File: src/rtl/sc_dot_host.sv
`default_nettype none
// ============================================================================
// Module   : sc_dot_host
// Brief    : Requester/checker for the stochastic 4-term dot-product core.
//            Issues LFSR-generated operand sets over the en_in/en_out
//            handshake, computes the exact truncated reference for each set
//            and accumulates the absolute error over N_SAMPLES sets.
// Revision : 1.0 - initial release
// ============================================================================
module sc_dot_host #(
    parameter int          N_SAMPLES = 1000,
    parameter logic [47:0] SEED      = 48'h5A5A_C3C3_0F0F,
    parameter int          SUMW      = 20,
    parameter int          TIMEOUT   = 255
) (
    input  logic            clk,
    input  logic            rst,
    input  logic            start,
    output logic            en_in,
    output logic [5:0]      num1,
    output logic [5:0]      num2,
    output logic [5:0]      num3,
    output logic [5:0]      num4,
    output logic [5:0]      num5,
    output logic [5:0]      num6,
    output logic [5:0]      num7,
    output logic [5:0]      num8,
    input  logic            en_out,
    input  logic [8:0]      result,
    output logic [8:0]      ideal,
    output logic [SUMW-1:0] mae_sum,
    output logic [9:0]      sample_cnt,
    output logic            busy,
    output logic            done,
    output logic            timeout
);

    typedef enum logic [1:0] {
        S_IDLE = 2'd0,
        S_REQ  = 2'd1,
        S_CMP  = 2'd2,
        S_DONE = 2'd3
    } state_t;

    localparam logic [5:0] C_MID  = 6'd32;
    localparam int         C_TW   = (TIMEOUT < 2) ? 1 : $clog2(TIMEOUT + 1);
    localparam logic [C_TW-1:0] C_WAIT_LAST = C_TW'(TIMEOUT - 1);
    localparam logic [9:0] C_NSAMP = 10'(N_SAMPLES);

    state_t            state_q, state_d;
    logic              en_in_q, en_in_d;
    logic [5:0]        num_q [8];
    logic [5:0]        num_d [8];
    logic [47:0]       lfsr_q, lfsr_d;
    logic [8:0]        res_q, res_d;
    logic [SUMW-1:0]   mae_q, mae_d;
    logic [9:0]        cnt_q, cnt_d;
    logic [C_TW-1:0]   wait_q, wait_d;
    logic              busy_q, busy_d;
    logic              done_q, done_d;
    logic              timeout_q, timeout_d;

    logic [11:0]       w_prod [4];
    logic [8:0]        w_ideal;
    logic [8:0]        w_diff;
    logic [SUMW:0]     w_sum_ext;
    logic [SUMW-1:0]   w_mae_add;
    logic [47:0]       w_lfsr_nxt;

    // Pairwise operand products for the reference dot product
    always_comb begin
        for (int k = 0; k < 4; k++) begin
            w_prod[k] = 12'(num_q[2*k]) * 12'(num_q[2*k+1]);
        end
    end

    // Reference: each product is truncated by 6 bits before summing
    always_comb begin
        w_ideal = '0;
        for (int k = 0; k < 4; k++) begin
            w_ideal = w_ideal + {3'b000, w_prod[k][11:6]};
        end
    end

    // Absolute error and saturating accumulation, plus LFSR successor
    always_comb begin
        w_diff     = (w_ideal >= res_q) ? (w_ideal - res_q) : (res_q - w_ideal);
        w_sum_ext  = {1'b0, mae_q} + (SUMW+1)'(w_diff);
        w_mae_add  = w_sum_ext[SUMW] ? {SUMW{1'b1}} : w_sum_ext[SUMW-1:0];
        w_lfsr_nxt = {lfsr_q[46:0], lfsr_q[47] ^ lfsr_q[46] ^ lfsr_q[20] ^ lfsr_q[19]};
    end

    // Next-state logic for the run controller and all datapath registers
    always_comb begin
        state_d   = state_q;
        en_in_d   = 1'b0;
        num_d     = num_q;
        lfsr_d    = lfsr_q;
        res_d     = res_q;
        mae_d     = mae_q;
        cnt_d     = cnt_q;
        wait_d    = wait_q;
        timeout_d = timeout_q;

        case (state_q)
            S_IDLE, S_DONE: begin
                if (start) begin
                    mae_d     = '0;
                    cnt_d     = '0;
                    timeout_d = 1'b0;
                    lfsr_d    = SEED;
                    wait_d    = '0;
                    for (int i = 0; i < 8; i++) begin
                        num_d[i] = C_MID;
                    end
                    state_d   = S_REQ;
                end
            end
            S_REQ: begin
                // A result arriving on the final wait cycle still counts
                if (en_out) begin
                    res_d   = result;
                    state_d = S_CMP;
                end else if (wait_q == C_WAIT_LAST) begin
                    timeout_d = 1'b1;
                    state_d   = S_DONE;
                end else begin
                    wait_d  = wait_q + 1'b1;
                    en_in_d = 1'b1;
                end
            end
            S_CMP: begin
                mae_d = w_mae_add;
                cnt_d = cnt_q + 1'b1;
                if (cnt_d == C_NSAMP) begin
                    state_d = S_DONE;
                end else begin
                    lfsr_d = w_lfsr_nxt;
                    for (int i = 0; i < 8; i++) begin
                        num_d[i] = w_lfsr_nxt[6*i +: 6];
                    end
                    wait_d  = '0;
                    state_d = S_REQ;
                end
            end
            default: state_d = S_IDLE;
        endcase

        busy_d = (state_d == S_REQ) || (state_d == S_CMP);
        done_d = (state_d == S_DONE);
    end

    // State and output registers; reset forces the idle operand set
    always_ff @(posedge clk or posedge rst) begin
        if (rst) begin
            state_q   <= S_IDLE;
            en_in_q   <= 1'b0;
            for (int i = 0; i < 8; i++) begin
                num_q[i] <= C_MID;
            end
            lfsr_q    <= SEED;
            res_q     <= '0;
            mae_q     <= '0;
            cnt_q     <= '0;
            wait_q    <= '0;
            busy_q    <= 1'b0;
            done_q    <= 1'b0;
            timeout_q <= 1'b0;
        end else begin
            state_q   <= state_d;
            en_in_q   <= en_in_d;
            num_q     <= num_d;
            lfsr_q    <= lfsr_d;
            res_q     <= res_d;
            mae_q     <= mae_d;
            cnt_q     <= cnt_d;
            wait_q    <= wait_d;
            busy_q    <= busy_d;
            done_q    <= done_d;
            timeout_q <= timeout_d;
        end
    end

    assign en_in      = en_in_q;
    assign num1       = num_q[0];
    assign num2       = num_q[1];
    assign num3       = num_q[2];
    assign num4       = num_q[3];
    assign num5       = num_q[4];
    assign num6       = num_q[5];
    assign num7       = num_q[6];
    assign num8       = num_q[7];
    assign ideal      = w_ideal;
    assign mae_sum    = mae_q;
    assign sample_cnt = cnt_q;
    assign busy       = busy_q;
    assign done       = done_q;
    assign timeout    = timeout_q;

endmodule
`default_nettype wire

File: config.mk
export PLATFORM = sky130hd
export DESIGN_NAME = sc_dot_host
export DESIGN_NICKNAME = d
export VERILOG_FILES = /design/src/rtl/sc_dot_host.sv
export SDC_FILE = /design/constraint.sdc
export NUM_CORES = 1
export LEC_CHECK = 0
export BUFFER_PORTS_ARGS = -buffer_cell sky130_fd_sc_hd__buf_2
export CAP_MARGIN = 10
export CORE_MARGIN = 4
export CORE_UTILIZATION = 50
export CTS_CLUSTER_DIAMETER = 80
export DETAILED_ROUTE_END_ITERATION = 12
export GPL_TIMING_DRIVEN = 1
export PLACE_DENSITY = 0.79
export SYNTH_ARGS = -nofsm -noshare
export SYNTH_HDL_FRONTEND = slang
export SYNTH_SLANG_ARGS = --single-unit
File: constraint.sdc
create_clock -name clk -period 24.3 [get_ports clk]
set_clock_uncertainty 0.2 [all_clocks]
set_input_delay 2.43 -clock clk [delete_from_list [all_inputs] [get_ports clk]]
set_output_delay 2.43 -clock clk [all_outputs]
set_load 0.03 [all_outputs]
==> results of run 1 <==
[stage by stage]
step                      setup slack, ns  cell area (um^2)  hold slack (ns)
after detailed placement            13.92             11600            0.267
after global placement              14.21             11600            0.257
after CTS                           13.92             12200            0.280
final                               13.91             12200            0.276
after global routing                13.12             12200            0.301
after floorplan                     14.43             11100            0.237
[cells in the mapped netlist, types with 3 or more instances]
master    count
nor2_1       59
dfrtp_1      96
or3_1         9
o21bai_1      5
ha_1        108
nand3_1      48
o21ai_1       4
buf_1         3
and4_1        3
a31oi_1      21
fa_1         79
buf_2         5
mux2i_1       6
dfstp_2      27
inv_1       156
and3_1       15
a21o_1       13
a41o_1        4
nor2b_1      11
o211ai_1      8
or4_1         3
clkbuf_2      3
nand2b_1      4
xor2_1       13
and2_1       65
buf_4        35
nor4_1        3
xnor2_1      25
a21oi_1      45
a22o_1        5
nor3_1        7
o21ai_0      84
o31ai_1      24
a211oi_1      3
nand2_1     154
o21a_1       10
mux2_2       10
o31a_1        3
nand4_1       7
clkbuf_1     24
[per-layer routing]
metal	GRT usage, %	vias to the layer above	share of wire [%]
met2	35.0	263	49
li1	-	4246	-
met4	6.94	0	2.1
met1	28.5	4338	44
met3	4.21	38	5.1
met5	0	-	0
[final cells by class]
| cell class | count | area (um^2) |
|---|---|---|
| Clock buffer | 19 | 443 |
| Clock inverter | 13 | 166 |
| Fill cell | 1896 | 9640 |
| Inverter | 156 | 588 |
| Multi-Input combinational cell | 892 | 6980 |
| Sequential cell | 123 | 3110 |
| Tap cell | 280 | 350 |
| Timing Repair Buffer | 107 | 548 |
[cells in the final DEF, fill, tap and decap left out, types with 5 or more instances in the layout]
cell type,n
or3_1,9
xnor2_1,25
fa_1,79
nor3_1,7
inv_1,155
and3_1,15
dfstp_2,27
a22o_1,5
a21o_1,13
a31oi_1,21
nand3_1,48
ha_1,107
nand4_1,7
mux2_2,10
buf_2,102
xor2_1,13
o21ai_0,84
nor2_1,59
a21oi_1,45
buf_4,5
dfrtp_1,96
clkbuf_16,17
o31ai_1,24
o211ai_1,8
nand2_1,154
mux2i_1,6
o21a_1,10
nor2b_1,11
and2_1,65
o21bai_1,5
[registers in the layout, indices dropped and copies added, names as in the netlist, 2 cells and up]
signal      flops
wait_q          8
num6            5
num4            5
num3            5
num5            6
num8            6
num7            5
lfsr_q         27
sample_cnt     10
state_q         2
res_q           9
mae_sum        20
num1            6
num2            5
[kinds of logic (layout without fill, tap and decap cells)]
| kind of cell | Yosys count | count (layout) | synth area share (%) |
|---|---|---|---|
| AOI/OAI and AO/OA | 250 | 250 | 14.3 |
| adders and majority gates | 187 | 187 | 26.4 |
| DFF | 123 | 123 | 28.0 |
| buffers and inverters | 228 | 295 | 9.12 |
| muxes | 16 | 16 | 1.56 |
| and+or+nand+nor | 400 | 400 | 17.5 |
| other | 1 | 1 | 0.0338 |
| xor gates and xnor gates | 38 | 38 | 3.00 |
[critical path, delay by kind of cell, from the launching register on]
family | cells | cell delay [ns]
AND/OR/NAND/NOR | 5 | 1.03
adder cells (fa/ha/maj) | 9 | 3.54
buffers and inverters | 6 | 0.45
flip-flops | 1 | 0.47
AO/OA/AOI/OAI | 14 | 3.65
XOR/XNOR | 2 | 0.51
multiplexers | 1 | 0.39
[final timing paths]
kind | start | end | slack, ns | cells past startpoint
worst max-delay path | num7[4]$_DFFE_PP0P_ | mae_sum[9]$_DFFE_PP0P_ | 13.91 | 37
worst min-delay path | lfsr_q[5]$_DFFE_PP0P_ | lfsr_q[5]$_DFFE_PP0P_ | 0.28 | 2
worst max register to register | num7[4]$_DFFE_PP0P_ | mae_sum[9]$_DFFE_PP0P_ | 13.91 | 37
worst min register to register | lfsr_q[5]$_DFFE_PP0P_ | lfsr_q[5]$_DFFE_PP0P_ | 0.28 | 2
max in group asynchronous | rst | num8[2]$_DFFE_PP0P_ | 20.55 | 3
min in group asynchronous | rst | en_in$_DFF_PP0_ | 1.87 | 2
==> results.py, run 1 <==
metrics = {
    "finish": {
        "antennaDiodeCount": 0,
        "fin_nets": 1497,
        "drive_gt1_share_pct": 14.3,
        "syn2layout_area_growth_pct": 9.83,
        "utilization_pct": 55.8,
        "finalNonFillerCells": 1590,
    },
    "timing": {
        "setup_viol": 0,
        "fin_tns_setup_ns": 0,
        "finalHoldViolCount": 0,
        "fmax_mhz": 96.2,
        "fin_crit_sh_pct": 42.8,
        "tightestPinTransition_ns": 1.26,
        "slew_violations": 0,
        "rsz0062_at_grt": "false",
        "slew_headroom_pct": 16.2,
        "fin_crit_ns": 10.39,
    },
    "floorplanning": {
        "die_h_um": 157,
        "ios": 104,
        "dieArea_um2": 24600,
        "coreArea_um2": 21800,
        "fp.dieW_um": 157,
        "start_util_pct": 50.8,
        "rows": 54,
    },
    "clock_network": {
        "ctsResizeCount": 0,
        "cts_tree": "done",
        "clk-insertion-delay-late_ns": 0.43,
        "clockBufferDepth": 2,
        "clock_sinks": 123,
        "clkTransAtPathRegs_ns": 0.06,
        "cts_buffers": 17,
        "postCtsSetupBuffers": 0,
        "cts_hold_buf": 0,
        "root_buffer": "clkbuf_16",
        "h-tree-depth": 4,
    },
    "place": {
        "io_buffers": 102,
        "gp_congestion": 0.891,
        "dp_cells": 1558,
        "dp_hpwl_mm": 18.4,
    },
    "yosys": {
        "seq_area_frac_synth_pct": 28.0,
        "yosysTopAreaCellShare_pct": 21.6,
        "synth_ff_type": "dfrtp_1",
        "yosysUniqueCellTypes": 68,
        "syn-cell-area_um2": 11100,
        "ys_ff_latch": 123,
        "synth_area_leader_cell": "dfrtp_1",
        "ys_warn_count": 0,
        "avgSynthCellArea_um2": 8.93,
        "synthTopCellsByArea": "dfrtp_1 (22%), fa_1 (14%), ha_1 (12%), dfstp_2 (6.4%), inv_1 (5.3%)",
        "async_flop_share_pct": 100,
        "synth_cells": 1243,
        "synth.net_count": 1443,
        "synth_enable_flop_cells": 0,
    },
    "setup_path": {
        "crit_fanout": 11,
        "crit_path_frequent_cell": "inv_1",
        "slowest_stage": "fa_1",
        "cp_slowest_stage_delay_ns": 0.56,
        "critPathRequiredTime_ns": 24.39,
        "worstPathArrival_ns": 10.48,
        "cp-end-kind": "flip-flop",
        "critPathKind": "flip-flop to flip-flop",
        "start_kind": "flip-flop",
    },
    "drt": {
        "drtIter0Drc": 590,
        "route.vias.total": 8885,
        "routedWlPerCell_um": 16.0,
        "route.detailed.drc": 0,
        "viasPerCell": 5.59,
        "dr.pass1.iters": 5,
        "drt-total-wl_mm": 25.4,
        "ant_nets": 0,
    },
    "run_status": {
        "outcome": "complete, no violations",
    },
    "grt": {
        "grt_max_degree": 88,
        "antenna_found_initial": 0,
        "grt_usage_pct": 21.3,
        "grt_pass1_wl_mm": 42.9,
        "grt.overflow.total": 0,
        "first_global_vias": 8814,
    },
    "hold_path": {
        "hold_class": "flip-flop to flip-flop",
    },
    "run": {
        "max_cap_viol_count": 0,
    },
}
Power of run 1 is left out: the tool's default activity adds up to more than one toggle a clock period on the data nets, which glitch-free logic cannot reach.
==> inputs of run 2 (changes only) <==
Settings changed: PLACE_DENSITY 0.79 to 0.82.
Clock period 24.3 ns to 8.9 ns, I/O delays scaled along.
==> run 2 against run 1 <==
Net effect:
- the flow now finishes with violations (negative setup slack)
- setup slack got worse by 14 ns
- global-route usage increased by 2.2 points
- die area unchanged
- first-iteration DRC count decreased by 0.17%
- core utilization increased by 8.3 points
- final cell count increased by 9.3%
- critical path depth increased by 3
- sequential cell count unchanged
- register-to-register slack got worse by 14 ns
==> results.py, run 2 (same netlist as run 1, synthesis figures left out) <==
metrics = {
    "setup_path": {
        "slowest_stage": "fa_1",
        "cp-startpoint": "num5[2]$_DFFE_PP0P_",
        "rrSetupSlack_ns": -0.28,
        "r2r.worst_path.cells": 40,
        "r2r-start": "num5[2]$_DFFE_PP0P_",
        "r2r-end": "mae_sum[11]$_DFFE_PP0P_",
        "critPathKind": "flip-flop to flip-flop",
        "worstPathArrival_ns": 9.29,
        "endpoint": "mae_sum[11]$_DFFE_PP0P_",
        "start_kind": "flip-flop",
        "cp_slowest_stage_delay_ns": 0.56,
        "critPathRequiredTime_ns": 9.01,
        "crit_fanout": 5,
        "cp-end-kind": "flip-flop",
    },
    "clock_network": {
        "h-tree-depth": 4,
        "cts_buffers": 17,
        "clkTransAtPathRegs_ns": 0.06,
        "root_buffer": "clkbuf_16",
        "clock_sinks": 123,
        "cts_tree": "done",
        "clk-insertion-delay-late_ns": 0.43,
        "clockBufferDepth": 2,
        "cts_hold_buf": 0,
    },
    "drt": {
        "viasPerCell": 5.54,
        "route.detailed.drc": 0,
        "routedWlPerCell_um": 16.5,
        "route.vias.total": 9637,
        "ant_nets": 0,
        "dr.pass1.iters": 5,
        "drt-total-wl_mm": 28.7,
        "drtIter0Drc": 589,
    },
    "grt": {
        "grt_pass1_wl_mm": 47.2,
        "grt.overflow.total": 0,
        "antenna_found_initial": 0,
        "grt_max_degree": 88,
        "first_global_vias": 9788,
        "grt_usage_pct": 23.5,
    },
    "finish": {
        "regMostFlops": "lfsr_q",
        "syn2layout_area_growth_pct": 26.2,
        "fin_nets": 1645,
        "multiInputGateArea_um2": 7620,
        "regArea_um2": 3120,
        "fillCellCount": 1683,
        "mostFrequentLayoutCells": "nand2_1 (150), buf_4 (144), inv_1 (140), buf_2 (102), ha_1 (91)",
        "drive_gt1_share_pct": 31.0,
        "final_common_cell": "nand2_1",
        "largest_reg_flops": 27,
        "antennaDiodeCount": 0,
    },
    "hold_path": {
        "hold_class": "flip-flop to flip-flop",
        "min-delay-start": "lfsr_q[22]$_DFFE_PP1P_",
    },
    "timing": {
        "finalHoldViolCount": 0,
        "fin_crit_sh_pct": 103,
        "setup_viol": 20,
        "rsz0062_at_grt": "true",
        "fin_crit_ns": 9.18,
        "slew_violations": 0,
        "tightestPinTransition_ns": 1.09,
        "fmax_mhz": 109,
        "slew_headroom_pct": 27.1,
        "fin_ws_ns": -0.279,
        "holdWs_ns": 0.279,
    },
    "floorplanning": {
        "dieArea_um2": 24600,
        "rows": 54,
        "die_h_um": 157,
        "start_util_pct": 50.8,
        "coreArea_um2": 21800,
        "fp.dieW_um": 157,
        "ios": 104,
    },
    "place": {
        "io_buffers": 102,
        "gp_congestion": 0.892,
        "dp_hpwl_mm": 20.2,
    },
    "run": {
        "max_cap_viol_count": 0,
    },
    "run_status": {
        "outcome": "complete, but fails checks",
        "violations": "negative setup slack",
    },
}
==> run 2: cell count changes in the layout (fill, tap and decap cells not counted), sizes merged <==
| cell | delta |
|---|---|
| buf | +148 |
| clkbuf | -1 |
| clkinv | +2 |
| clkinvlp | -1 |
==> run 2: final cells by class <==
type / instances / share of cell area (%)
Sequential cell: 123 / 22.3
Timing Repair Buffer: 255 / 12.2
Multi-Input combinational cell: 892 / 54.5
Clock inverter: 14 / 1.21
Tap cell: 280 / 2.50
Clock buffer: 18 / 3.14
Inverter: 156 / 4.24
==> run 2: per-stage QoR <==
stage          util [%]  worst slack, ns  instances  cell area, um^2  TNS [ns]
2_1_floorplan         -           -0.150       1243            11400    -0.367
4_1_cts            62.7           -0.131       1726            13700    -0.608
3_5_place_dp       58.9           -0.291       1686            12800     -3.65
3_3_place_gp       58.9           -0.166       1686            12800    -0.911
5_1_grt            64.2           -0.624       1738            14000    -10.91
6_report           64.2           -0.279       1738            14000     -3.66
==> run 2: worst min-delay path by stage <==
stage	end	slack, ns	cells past startpoint
after floorplan	wait_q[7]$_DFFE_PP0P_	0.24	1
after global placement	lfsr_q[5]$_DFFE_PP0P_	0.26	2
after detailed placement	lfsr_q[23]$_DFFE_PP1P_	0.27	2
after CTS	lfsr_q[23]$_DFFE_PP1P_	0.28	2
after global routing	lfsr_q[23]$_DFFE_PP1P_	0.31	2
final	lfsr_q[23]$_DFFE_PP1P_	0.28	2
==> run 2: what timing repair did <==
item,in CTS,in global routing
endpoints found under the hold margin,0,0
buffers inserted,8,12
endpoints found under the setup margin,20,20
resized for setup,42,56
pin swaps,47,60
==> run 2: layer usage <==
metal | vias to the layer above | wire [um] | global-route usage, %
met2 | 292 | 14500 | 40.5
met1 | 4741 | 12000 | 30.4
met4 | 0 | 566 | 7.15
li1 | 4562 | - | -
met5 | - | 0 | 0
met3 | 42 | 1640 | 4.26
==> run 2: critical path, delay by kind of cell, from the launching register on <==
kind / cells / cell delay, ns
AOI/OAI and AO/OA: 19 / 3.66
adders and majority gates: 9 / 3.27
buffers and inverters: 8 / 0.73
and+or+nand+nor: 3 / 0.64
DFF: 1 / 0.41
xor gates and xnor gates: 1 / 0.13
Power of run 2 is left out for the same reason.
